File: config.mk
export PLATFORM = sky130hd
export DESIGN_NAME = mem_access_stage
export DESIGN_NICKNAME = d
export VERILOG_FILES = /design/src/rtl/mips_pkg.sv /design/src/rtl/dmem_wait_counter.sv /design/src/rtl/mem_access_stage.sv
export SDC_FILE = /design/constraint.sdc
export NUM_CORES = 1
export LEC_CHECK = 0
export CORE_MARGIN = 8
export CORE_UTILIZATION = 38
export CTS_CLUSTER_SIZE = 14
export DETAILED_ROUTE_END_ITERATION = 8
export PLACE_DENSITY_LB_ADDON = 0.12
export SLEW_MARGIN = 40
export SYNTH_ARGS = -nofsm -noshare
export SYNTH_HDL_FRONTEND = slang
export SYNTH_SLANG_ARGS = --single-unit
export TNS_END_PERCENT = 20
File: constraint.sdc
create_clock -name clk -period 2.3 [get_ports clk]
set_input_delay 0.23 -clock clk [delete_from_list [all_inputs] [get_ports clk]]
set_output_delay 0.23 -clock clk [all_outputs]
set_load 0.1 [all_outputs]
File: src/rtl/mips_pkg.sv
// Shared MIPS pipeline definitions: MEM-stage FSM states, control-bit positions
// and the default memory-access parameters.
package mips_pkg;

    typedef enum logic [1:0] {
        IDLE = 2'd0,
        BUSY = 2'd1,
        DONE = 2'd2
    } mem_state_t;

    localparam int WB_REGWRITE = 1;
    localparam int WB_MEMTOREG = 0;
    localparam int M_MEMREAD   = 1;
    localparam int M_MEMWRITE  = 0;

    // A bubble clears both write-back control bits.
    localparam logic [1:0] WB_BUBBLE =
        ~((2'b01 << WB_REGWRITE) | (2'b01 << WB_MEMTOREG));

    localparam int          DEFAULT_TIMEOUT    = 16;
    localparam logic [31:0] DEFAULT_FAULT_DATA = 32'h0000_0000;

    function automatic logic is_mem_op(input logic [1:0] m);
        return m[M_MEMREAD] | m[M_MEMWRITE];
    endfunction

endpackage

File: src/rtl/dmem_wait_counter.sv
// Clearable saturating wait counter; expired flags the last permitted BUSY cycle.
module dmem_wait_counter #(
    parameter int TIMEOUT = 16
) (
    input  logic clk,
    input  logic reset,
    input  logic clear,
    input  logic enable,
    output logic expired
);

    localparam int W = $clog2(TIMEOUT + 1);

    logic [W-1:0] count_reg;
    logic [W-1:0] count_next;

    always_comb begin
        count_next = count_reg;
        if (clear)
            count_next = '0;
        else if (enable && (count_reg != W'(TIMEOUT)))
            count_next = count_reg + 1'b1;
    end

    always_ff @(posedge clk) begin
        if (!reset)
            count_reg <= '0;
        else
            count_reg <= count_next;
    end

    assign expired = (count_reg == W'(TIMEOUT - 1));

endmodule

File: src/rtl/mem_access_stage.sv
// MEM-stage controller: issues word loads/stores over a req/ack handshake,
// stalls the front of the pipeline while busy and bounds each access by a timeout.
module mem_access_stage
    import mips_pkg::*;
#(
    parameter int          TIMEOUT    = DEFAULT_TIMEOUT,
    parameter logic [31:0] FAULT_DATA = DEFAULT_FAULT_DATA
) (
    input  logic        clk,
    input  logic        reset,
    input  logic [1:0]  WB_IN,
    input  logic [1:0]  M_IN,
    input  logic [31:0] ALU_resultIN,
    input  logic [31:0] Mem_WDataIN,
    input  logic [4:0]  Reg_WIDIN,
    output logic        dmem_req,
    output logic        dmem_we,
    output logic [31:0] dmem_addr,
    output logic [31:0] dmem_wdata,
    input  logic [31:0] dmem_rdata,
    input  logic        dmem_ack,
    output logic        stall,
    output logic [1:0]  WB_OUT,
    output logic [31:0] Mem_RDataOUT,
    output logic [31:0] ALU_resultOUT,
    output logic [4:0]  Reg_WIDOUT,
    output logic        mem_fault
);

    mem_state_t  state_reg;
    mem_state_t  state_next;

    logic        dmem_req_reg;
    logic        dmem_we_reg;
    logic [31:0] dmem_addr_reg;
    logic [31:0] dmem_wdata_reg;
    logic [31:0] rdata_reg;
    logic        mem_fault_reg;

    logic        mem_op;
    logic        mem_read;
    logic        mem_write;
    logic        aligned;
    logic        expired;
    logic        cnt_clear;
    logic        cnt_enable;

    assign mem_read  = M_IN[M_MEMREAD];
    assign mem_write = M_IN[M_MEMWRITE];
    assign mem_op    = is_mem_op(M_IN);
    assign aligned   = (ALU_resultIN[1:0] == 2'b00);

    assign cnt_clear  = (state_reg != BUSY);
    assign cnt_enable = (state_reg == BUSY) && !dmem_ack;

    dmem_wait_counter #(
        .TIMEOUT (TIMEOUT)
    ) u_wait_counter (
        .clk     (clk),
        .reset   (reset),
        .clear   (cnt_clear),
        .enable  (cnt_enable),
        .expired (expired)
    );

    always_ff @(posedge clk) begin
        if (!reset)
            state_reg <= IDLE;
        else
            state_reg <= state_next;
    end

    always_comb begin
        state_next = state_reg;
        case (state_reg)
            IDLE:    if (mem_op && aligned) state_next = BUSY;
            BUSY:    if (dmem_ack || expired) state_next = DONE;
            DONE:    state_next = IDLE;
            default: state_next = IDLE;
        endcase
    end

    // While reset is held the stage behaves as an idle pass-through.
    always_comb begin
        stall  = 1'b0;
        WB_OUT = WB_IN;
        if (reset) begin
            case (state_reg)
                IDLE: begin
                    if (mem_op) begin
                        WB_OUT = WB_BUBBLE;
                        stall  = aligned;
                    end
                end
                BUSY: begin
                    WB_OUT = WB_BUBBLE;
                    stall  = 1'b1;
                end
                default: ;
            endcase
        end
    end

    // A store never touches rdata_reg unless it times out; a timeout always
    // leaves FAULT_DATA behind so a faulted load writes a known value.
    always_ff @(posedge clk) begin
        if (!reset) begin
            dmem_req_reg   <= 1'b0;
            dmem_we_reg    <= 1'b0;
            dmem_addr_reg  <= '0;
            dmem_wdata_reg <= '0;
            rdata_reg      <= '0;
            mem_fault_reg  <= 1'b0;
        end else begin
            mem_fault_reg <= 1'b0;
            case (state_reg)
                IDLE: begin
                    if (mem_op) begin
                        if (!aligned) begin
                            mem_fault_reg <= 1'b1;
                        end else begin
                            dmem_req_reg   <= 1'b1;
                            dmem_we_reg    <= mem_write & ~mem_read;
                            dmem_addr_reg  <= {ALU_resultIN[31:2], 2'b00};
                            dmem_wdata_reg <= Mem_WDataIN;
                        end
                    end
                end
                BUSY: begin
                    if (dmem_ack) begin
                        dmem_req_reg <= 1'b0;
                        if (!dmem_we_reg)
                            rdata_reg <= dmem_rdata;
                    end else if (expired) begin
                        dmem_req_reg  <= 1'b0;
                        rdata_reg     <= FAULT_DATA;
                        mem_fault_reg <= 1'b1;
                    end
                end
                default: ;
            endcase
        end
    end

    assign dmem_req      = dmem_req_reg;
    assign dmem_we       = dmem_we_reg;
    assign dmem_addr     = dmem_addr_reg;
    assign dmem_wdata    = dmem_wdata_reg;
    assign mem_fault     = mem_fault_reg;
    assign Mem_RDataOUT  = rdata_reg;
    assign ALU_resultOUT = ALU_resultIN;
    assign Reg_WIDOUT    = Reg_WIDIN;

endmodule

=== Word level (Yosys, flattened, before mapping) ===
Index checks and enable logic that the tools add are counted.

* Logic and storage cells: 59
* Input port bits: 108
* Register bits after elaboration: 104
* Output and inout bits: 139

* Mux-type cells: 22
* Add/sub/neg operators: 1
* Bitwise logic cells: 4
* Reduce and logical (&&, ||, !) cells: 14
* Equality and inequality tests: 10

{| class="wikitable"
|+ Operators by type and width
! kind !! count
|-
| two-way mux 32 bit || 3
|-
| two-way mux 1 bit || 10
|-
| two-way mux 2 bit || 4
|-
| != test 2 bit (second input constant) || 4
|-
| one-hot mux 2 bit (2 select lines) || 2
|-
| one-hot mux 1 bit (2 select lines) || 3
|-
| AND reduction 3 bit || 2
|-
| adder 5 x 1 -> 5 bit (second input constant) || 1
|-
| == test 5 x 4 -> 1 bit (second input constant) || 1
|-
| != test 5 bit (second input constant) || 1
|-
| zero test 2 bit || 2
|-
| != test 2 x 1 -> 1 bit (second input constant) || 2
|-
| AND reduction 4 bit || 1
|-
| nonzero test 2 bit || 2
|-
| logical AND 1 bit || 3
|-
| != test 3 bit (second input constant) || 1
|-
| == test 2 x 1 -> 1 bit (second input constant) || 1
|-
| inverter 1 bit || 2
|-
| AND reduction 2 bit || 1
|-
| OR reduction 2 bit || 1
|-
| AND 1 bit || 1
|-
| zero test 1 bit || 1
|-
| logical OR 1 bit || 1
|-
| bitwise OR 1 bit || 1
|}

=== Logic depth before layout (Yosys ltp) ===
* Depth after elaboration: 4
* Mapped depth: 7
* Gate-level depth less buffers: 6

=== Cells and area by module ===
Synthesis repeated with hierarchy kept, for this count alone.

* Cell total of the unflattened synthesis: 512
* Area, all modules: 4,606.9 um2

{| class="wikitable"
|+ By module, submodules not included
! module !! cells each !! instances !! seq. area each (um2) !! area each (um2)
|-
| mem_access_stage || 482 || 1 || 1,981.9 || 4,315.4
|-
| dmem_wait_counter || 30 || 1 || 100.1 || 291.5
|}

=== Worst setup path after synthesis ===
OpenSTA, ideal clock, no wires.

* Path kind: input to output
* Start point: input reset
* End point: output stall
* Arrival: 2,069 ps
* Stages on the path: 3
* Path slack: 1 ps
* Data required time: 2,070 ps
* Path buffers: 1
* Path through: clkbuf_1 -> nand2b_1 -> a21oi_1

* Word-level cells in the longest chain between the ends: 1

{| class="wikitable"
|+ RTL lines
! what !! RTL line !! source
|-
| start, declared || mem_access_stage.sv:10 || <nowiki>input logic reset,</nowiki>
|-
| two-way mux 1 bit || mem_access_stage.sv:87 || <nowiki>if (reset) begin</nowiki>
|-
| end, declared || mem_access_stage.sv:22 || <nowiki>output logic stall,</nowiki>
|}

Every way passes these cells.

=== Worst setup path in the final report ===
* Start point: register u_wait_counter.count_reg[0]
* End point: register rdata_reg[19] (netlist: Mem_RDataOUT[19])

* Word-level cells in the longest chain between the ends: 3

{| class="wikitable"
|+ RTL lines
! what !! RTL line !! source
|-
| start, declared || dmem_wait_counter.sv:14 || <nowiki>logic [W-1:0] count_reg;</nowiki>
|-
| start signal, assigned || dmem_wait_counter.sv:29 || <nowiki>count_reg <= count_next;</nowiki>
|-
| == test 5 x 4 -> 1 bit || dmem_wait_counter.sv:32 || <nowiki>assign expired = (count_reg == W'(TIMEOUT - 1));</nowiki>
|-
| nonzero test 2 bit (no line) || -- ||
|-
| AND reduction 3 bit (no line) || -- ||
|-
| end signal, assigned || mem_access_stage.sv:133 || <nowiki>rdata_reg <= dmem_rdata;</nowiki>
|-
| end, declared || mem_access_stage.sv:37 || <nowiki>logic [31:0] rdata_reg;</nowiki>
|}

Every way passes these cells.
A chain may end at the register's enable or synchronous reset.

==> flow_summary.yaml <==
worst_setup_path:
  r2r_slack_ns: 0.22
  r2r_start: "u_wait_counter.count_reg[0]$_SDFFE_PP0P_"
  critPathCaptureType: "register"
  cp_max_fo: 25
  critPathLaunchType: "register"
  required_ns: 2.58
  critPathArrivalTime_ns: 2.36
  critPathKind: "reg -> reg"
  reg2reg_depth: 7
  reg2reg_to: "Mem_RDataOUT[19]$_SDFFE_PN0P_"
floorplan:
  die_h_um: 122.4
  start_util: 0.3831
  core_area_um2: 11220
  fp.dieW_um: 122.4
  ios: 247
  rows: 39
  die-area_um2: 14970
logic_synthesis:
  yosysTopAreaCell: "dfxtp_1"
  synth_most_common_cell: "nand2_1"
  seq_area_frac_synth: 0.4843
  synth_ff_type: "dfxtp_1"
  synth_edf_count: 0
  synth.top_cell.area_share: 0.4843
  ys_top_cells_by_count: "nand2_1 (126), dfxtp_1 (104), mux2i_1 (62), buf_4 (40), a32o_1 (32)"
  avgSynthCellArea_um2: 9.575
  async_reset_ff_frac: 0
  syn_inst: 449
  synth-seq-cells: 104
  yosys-top-cells-area: "dfxtp_1 (48%), mux2i_1 (14%), nand2_1 (11%), a32o_1 (7.5%), buf_4 (7.0%)"
  synth.distinct_cells: 33
  yosys_warnings: 0
  netlist_area_um2: 4299
layout:
  n_antenna_cell: 0
  stdcell_area_um2: 6472
  final_util: 0.5767
  nFillCells: 1001
  final_net_count: 740
  area_growth_pct: 50.55
  drive_above_1_share: 0.2492
timing:
  fin_worst_skew_ns: 0.007251
  slew_headroom: 0.6213
  max_freq_ghz: 0.4815
  post-route-period-util: 0.9030
  finalSetupTns_ns: 0
  drv_slew: 0
  hold_viol: 0
  fin_ws_ns: 0.2232
  period_minus_slack_ns: 2.077
  rsz0062_at_grt: "false"
  worst_pin_slew_ns: 0.5681
  finalSetupViolCount: 0
global_route:
  overflow: 0
  grt_pass1_vias: 3718
  antenna_found_initial: 0
  grt_first_pass_wirelength_um: 18860
  grtUsageTotal: 0.1588
  grt_max_degree: 144
place:
  hpwl_um: 9320
  place_congestion: 0.7103
  io_buffers: 234
  dpl_cell_area_um2: 6146
  dp_slack_ns: 0.2039
route:
  drtPass1Iterations: 4
  vias: 3700
  drc: 0
  ant_nets: 0
  drtIter0Drc: 152
  drt_wl_total_um: 12460
  wl_per_cell_um: 16.03
  via_per_inst: 4.762
clocking:
  clk_path_buf_depth: 2
  post_cts_buffers: 0
  cts.sinks: 104
  cts_hold_buf: 0
  cts_tree: "yes"
  clock-root-buffer: "clkbuf_16"
  htree_levels: 3
  post_cts_resized: 0
  clock_latency_ns: 0.34
  clk_pin_slew_ns: 0.07
  numCtsBuffers: 9
hold_path:
  hp-start: "reset"
  hold_depth: 2
  hold_path_end: "Mem_RDataOUT[0]$_SDFFE_PN0P_"
  min_path_type: "in -> reg"
power_and_ir_drop:
  p_per_area_nw_per_um2: 753.0
  leakagePower_nw: 2.721
  vdd_drop_max_mv: 0.4809
job:
  maxCapViolCount: 0
status:
  status: "finished clean"
worst max path at each step:
stage,startpoint,end,slack [ns],cells after the start
final,u_wait_counter.count_reg[0]$_SDFFE_PP0P_,Mem_RDataOUT[19]$_SDFFE_PN0P_,0.22,7
after CTS,u_wait_counter.count_reg[0]$_SDFFE_PP0P_,Mem_RDataOUT[19]$_SDFFE_PN0P_,0.20,7
after global placement,ALU_resultIN[1],dmem_addr[6]$_SDFFE_PN0P_,0.25,5
after global routing,u_wait_counter.count_reg[0]$_SDFFE_PP0P_,Mem_RDataOUT[19]$_SDFFE_PN0P_,0.09,7
after floorplan,reset,stall,0.0008,3
after detailed placement,u_wait_counter.count_reg[0]$_SDFFE_PP0P_,Mem_RDataOUT[19]$_SDFFE_PN0P_,0.20,7
cells in the final DEF, fill, tap and decap left out, types with 2 or more instances in the layout:
cell type and n:
buf_4 133, nand2_1 126, dfxtp_1 104, clkdlybuf4s50_1 101
mux2i_1 62, a32o_1 32, clkbuf_16 9, a21oi_1 7
inv_1 6, nor2_1 5, nor2b_1 5, buf_12 5
o21ai_0 4, ha_1 3, o21a_1 2, or3_1 2
or4_1 2, a211oi_1 2, conb_1 2, bufinv_16 2
clkinv_2 2
stage by stage:
step / power, W / hold slack (ns) / std cells
floorplan: 0.002966 / 0.3224 / 450
global placement: 0.003272 / 0.4429 / 761
detailed placement: 0.003283 / 0.4473 / 761
CTS: 0.004941 / 0.3279 / 777
global route: 0.005053 / 0.3314 / 777
finish: 0.004874 / 0.3368 / 777
layout make-up:
cell class              count  area [µm²]  area share
repair buffers            239        2110      0.3259
inverters                   6       22.52    0.003480
clock inverters             7       95.09     0.01469
clock buffers               9       225.2     0.03480
multi-input cells         269        1759      0.2718
flip-flops and latches    104        2082      0.3217
well taps                 143       178.9     0.02764
metal layers:
| metal | wire [µm] | share of wire | GRT usage |
|---|---|---|---|
| met1 | 4905 | 0.39 | 0.1761 |
| met2 | 6074 | 0.49 | 0.2655 |
| met3 | 1375 | 0.11 | 0.08004 |
| met4 | 104 | 0.0083 | 0.04113 |
| met5 | 0 | 0 | 0 |
worst max-delay path, stage by stage (launching register included):
cell and delay [ns]:
dfxtp_1 0.34, ha_1 0.21, and3_1 0.19, ha_1 0.22, nor2b_1 0.15, o21ai_2 0.33
buf_4 0.36, a32o_1 0.21
power breakdown:
group	internal (W)	switching (W)	leakage (nW)
clock network	0.000956	0.000685	0.156
logic	0.000369	0.000960	1.72
registers	0.00187	0.0000362	0.845
total	0.00319	0.00168	2.72
cell families (layout without fill, tap and decap cells):
family | after synthesis | after routing | synth area share
compound gates | 51 | 51 | 0.1010
fa+ha+maj | 3 | 3 | 0.008732
buf+inv | 77 | 261 | 0.1129
flops | 104 | 104 | 0.4843
mux | 62 | 62 | 0.1444
other cells | 1 | 2 | 0.0008723
simple gates | 151 | 151 | 0.1478
No activity file was read; power rests on OpenSTA's default activity.
==> patch, RTL diff (same settings) <==
Encoding of `mem_state_t`: now one-hot (3 bits for 3 states).
--- a/src/rtl/mips_pkg.sv
+++ b/src/rtl/mips_pkg.sv
@@ -2,10 +2,10 @@
 // and the default memory-access parameters.
 package mips_pkg;
 
-    typedef enum logic [1:0] {
-        IDLE = 2'd0,
-        BUSY = 2'd1,
-        DONE = 2'd2
+    typedef enum logic [2:0] {
+        IDLE = 3'b001,
+        BUSY = 3'b010,
+        DONE = 3'b100
     } mem_state_t;
 
     localparam int WB_REGWRITE = 1;
Function: no difference found for any inputs over 4 cycles, from zero or initial values and one cycle with reset low; so few cycles prove little.
==> patch against the original RTL <==
Total power fell by 6.0%. Global-route usage about the same. Sequential cell count is 1 higher. Area after synthesis is 0.90% higher. Critical path depth down 4. Wire length increased by 2.0%. Setup slack better by 0.098 ns. Cell area about the same. Critical path type is now flip-flop to output port. Highest routed layer unchanged.
==> patch: results (changes against the original RTL) <==
- Hold Startpoint: reset
- Netlist cell types: 37 (+12%)
- Final hold vios: 0 (unchanged)
- CTS resizes: 0 (unchanged)
- Number of buffers added on ports: 234 (unchanged)
- Arr. time, crit path: 1.75 ns (-0.61 ns)
- Setup Fix Bufs, Post-CTS: 0 (unchanged)
- Drt total wl: 12700 um (+2.0%)
- Nets: 737 (-0.41%)
- Initial antenna violation count: 0 (unchanged)
- Root Driver: clkbuf_16
- First-pass GRT wire length: 19200 um (+1.8%)
- Vias in the first global route: 3727 (+0.24%)
- Max VDD drop: 445 uV (-7.5%)
- Clk_skew: 0.00921 ns (+0.00196 ns)
- Hold depth: 2 (unchanged)
- TritonCTS buffer count: 9 (unchanged)
- RR Startpoint: u_wait_counter.count_reg[0]$_SDFFE_PP0P_
- Worst hold path type: input pin to flip-flop
- Multiplexer share of the synthesized area: 14.3% (-0.13 points)
- Vias/cell: 4.80 (+0.82%)
- Synth warn: 0 (unchanged)
- Xor/xnor share of the synthesized area: 0.202% (+0.20 points)
- Pleak: 2.73 nW (+0.36%)
- Post-synthesis compound-gate area fraction: 10.3% (+0.17 points)
- Synth Area in Adders: 0.865% (-0.0078 points)
- Worst R2R End: Mem_RDataOUT[22]$_SDFFE_PN0P_
- Metal-1 WL: 4760 um (-3.0%)
- Gp weighted congestion: 0.746 (+5.1%)
- Outcome: complete, no violations
- Max Used Layer: met4
- Hold Path End: dmem_req$_SDFFE_PN0P_
- R2r setup slk: 0.37 ns (+0.15 ns)
- Routed wl met3: 1400 um (+2.0%)
- Largest net degree at the start of global routing: 112 (-22%)
- Worst skew pair latency: 0.34 ns (about the same)
- GRT Resource Usage Total: 15.9% (about the same)
- Share of post-route cells with drive strength above 1: 25.1% (+0.16 points)
- Clock buffer depth: 2 (unchanged)
- Launch point of the critical path: state_reg[2]$_SDFFE_PN0P_
- Synth top area cells: dfxtp_1, mux2i_1, nand2_1
- Ys async rst share: 0% (unchanged)
- Reg clk slew, reported paths: 0.07 ns (about the same)
- N_diodes: 0 (unchanged)
- Sequential area share after synthesis: 48.5% (about the same)
- Synth cell count leaders: nand2_1, dfxtp_1, mux2i_1
- Drt first pass iters: 6 (+2)
- Setup crit end: WB_OUT[1]
- Placed cell areas: 6200 um^2 (+0.83%)
- Cell depth of the worst flop-to-flop path: 7 (unchanged)
- Max FO, Critical Path: 10 (-60%)
- WL met2: 6380 um (+5.0%)
- DPL Wire Length: 9700 um (+4.0%)
- Starting DRT DRC Count: 200 (+32%)
- Max H-tree Level: 3 (unchanged)
[patch: changes by cell type in the layout (fill, tap and decap cells not counted), moves of 2 or more]
cell and change:
a21oi_1 -5, buf_4 +2, a211oi_1 -2, and3_1 +2, nor2b_1 -3, clkbuf_1 +3, nand2_1 -2
[patch: logic make-up (layout without fill, tap and decap cells)]
logic type      after synthesis  in the layout
compound gates               50             50
xor+xnor                      1              1
fa+ha+maj                     3              3
buf+inv                      79            262
flops                       105            105
mux                          62             62
other cells                   1              2
simple gates                145            145
[patch: critical path, stage by stage (launching register included)]
cell	delay, ns
dfxtp_1	0.36
nand4bb_1	0.48
and3_1	0.40
buf_12	0.17
[patch: stage by stage]
stage / cells / worst slack, ns / hold slack (ns) / power [W]
after floorplan: 447 / 0.179 / 0.337 / 0.00286
after global placement: 758 / 0.503 / 0.442 / 0.00315
after detailed placement: 758 / 0.415 / 0.449 / 0.00316
after CTS: 773 / 0.305 / 0.228 / 0.00464
after global routing: 773 / 0.209 / 0.247 / 0.00474
final: 773 / 0.321 / 0.243 / 0.00458
[patch: layout make-up]
cell class / instances / area [um^2]
clock buffers: 12 / 236
clock inverters: 3 / 42.5
fillers: 958 / 4800
inverters: 5 / 18.8
multi-input cells: 263 / 1750
flip-flops and latches: 105 / 2100
well taps: 143 / 179
repair buffers: 242 / 2140
[patch: where the power goes]
part,leakage [nW],internal [W],switching (W)
combinational,1.75,0.000350,0.000856
clock,0.133,0.000838,0.000635
sequential,0.852,0.00187,0.0000297
total,2.73,0.00306,0.00152
[patch: per-layer routing]
metal | GRT usage (%) | vias to the layer above
met1 | 17.7 | 1710
met4 | 5.41 | 0
met5 | 0 | -
li1 | - | 1847
met3 | 5.70 | 12
met2 | 27.4 | 142
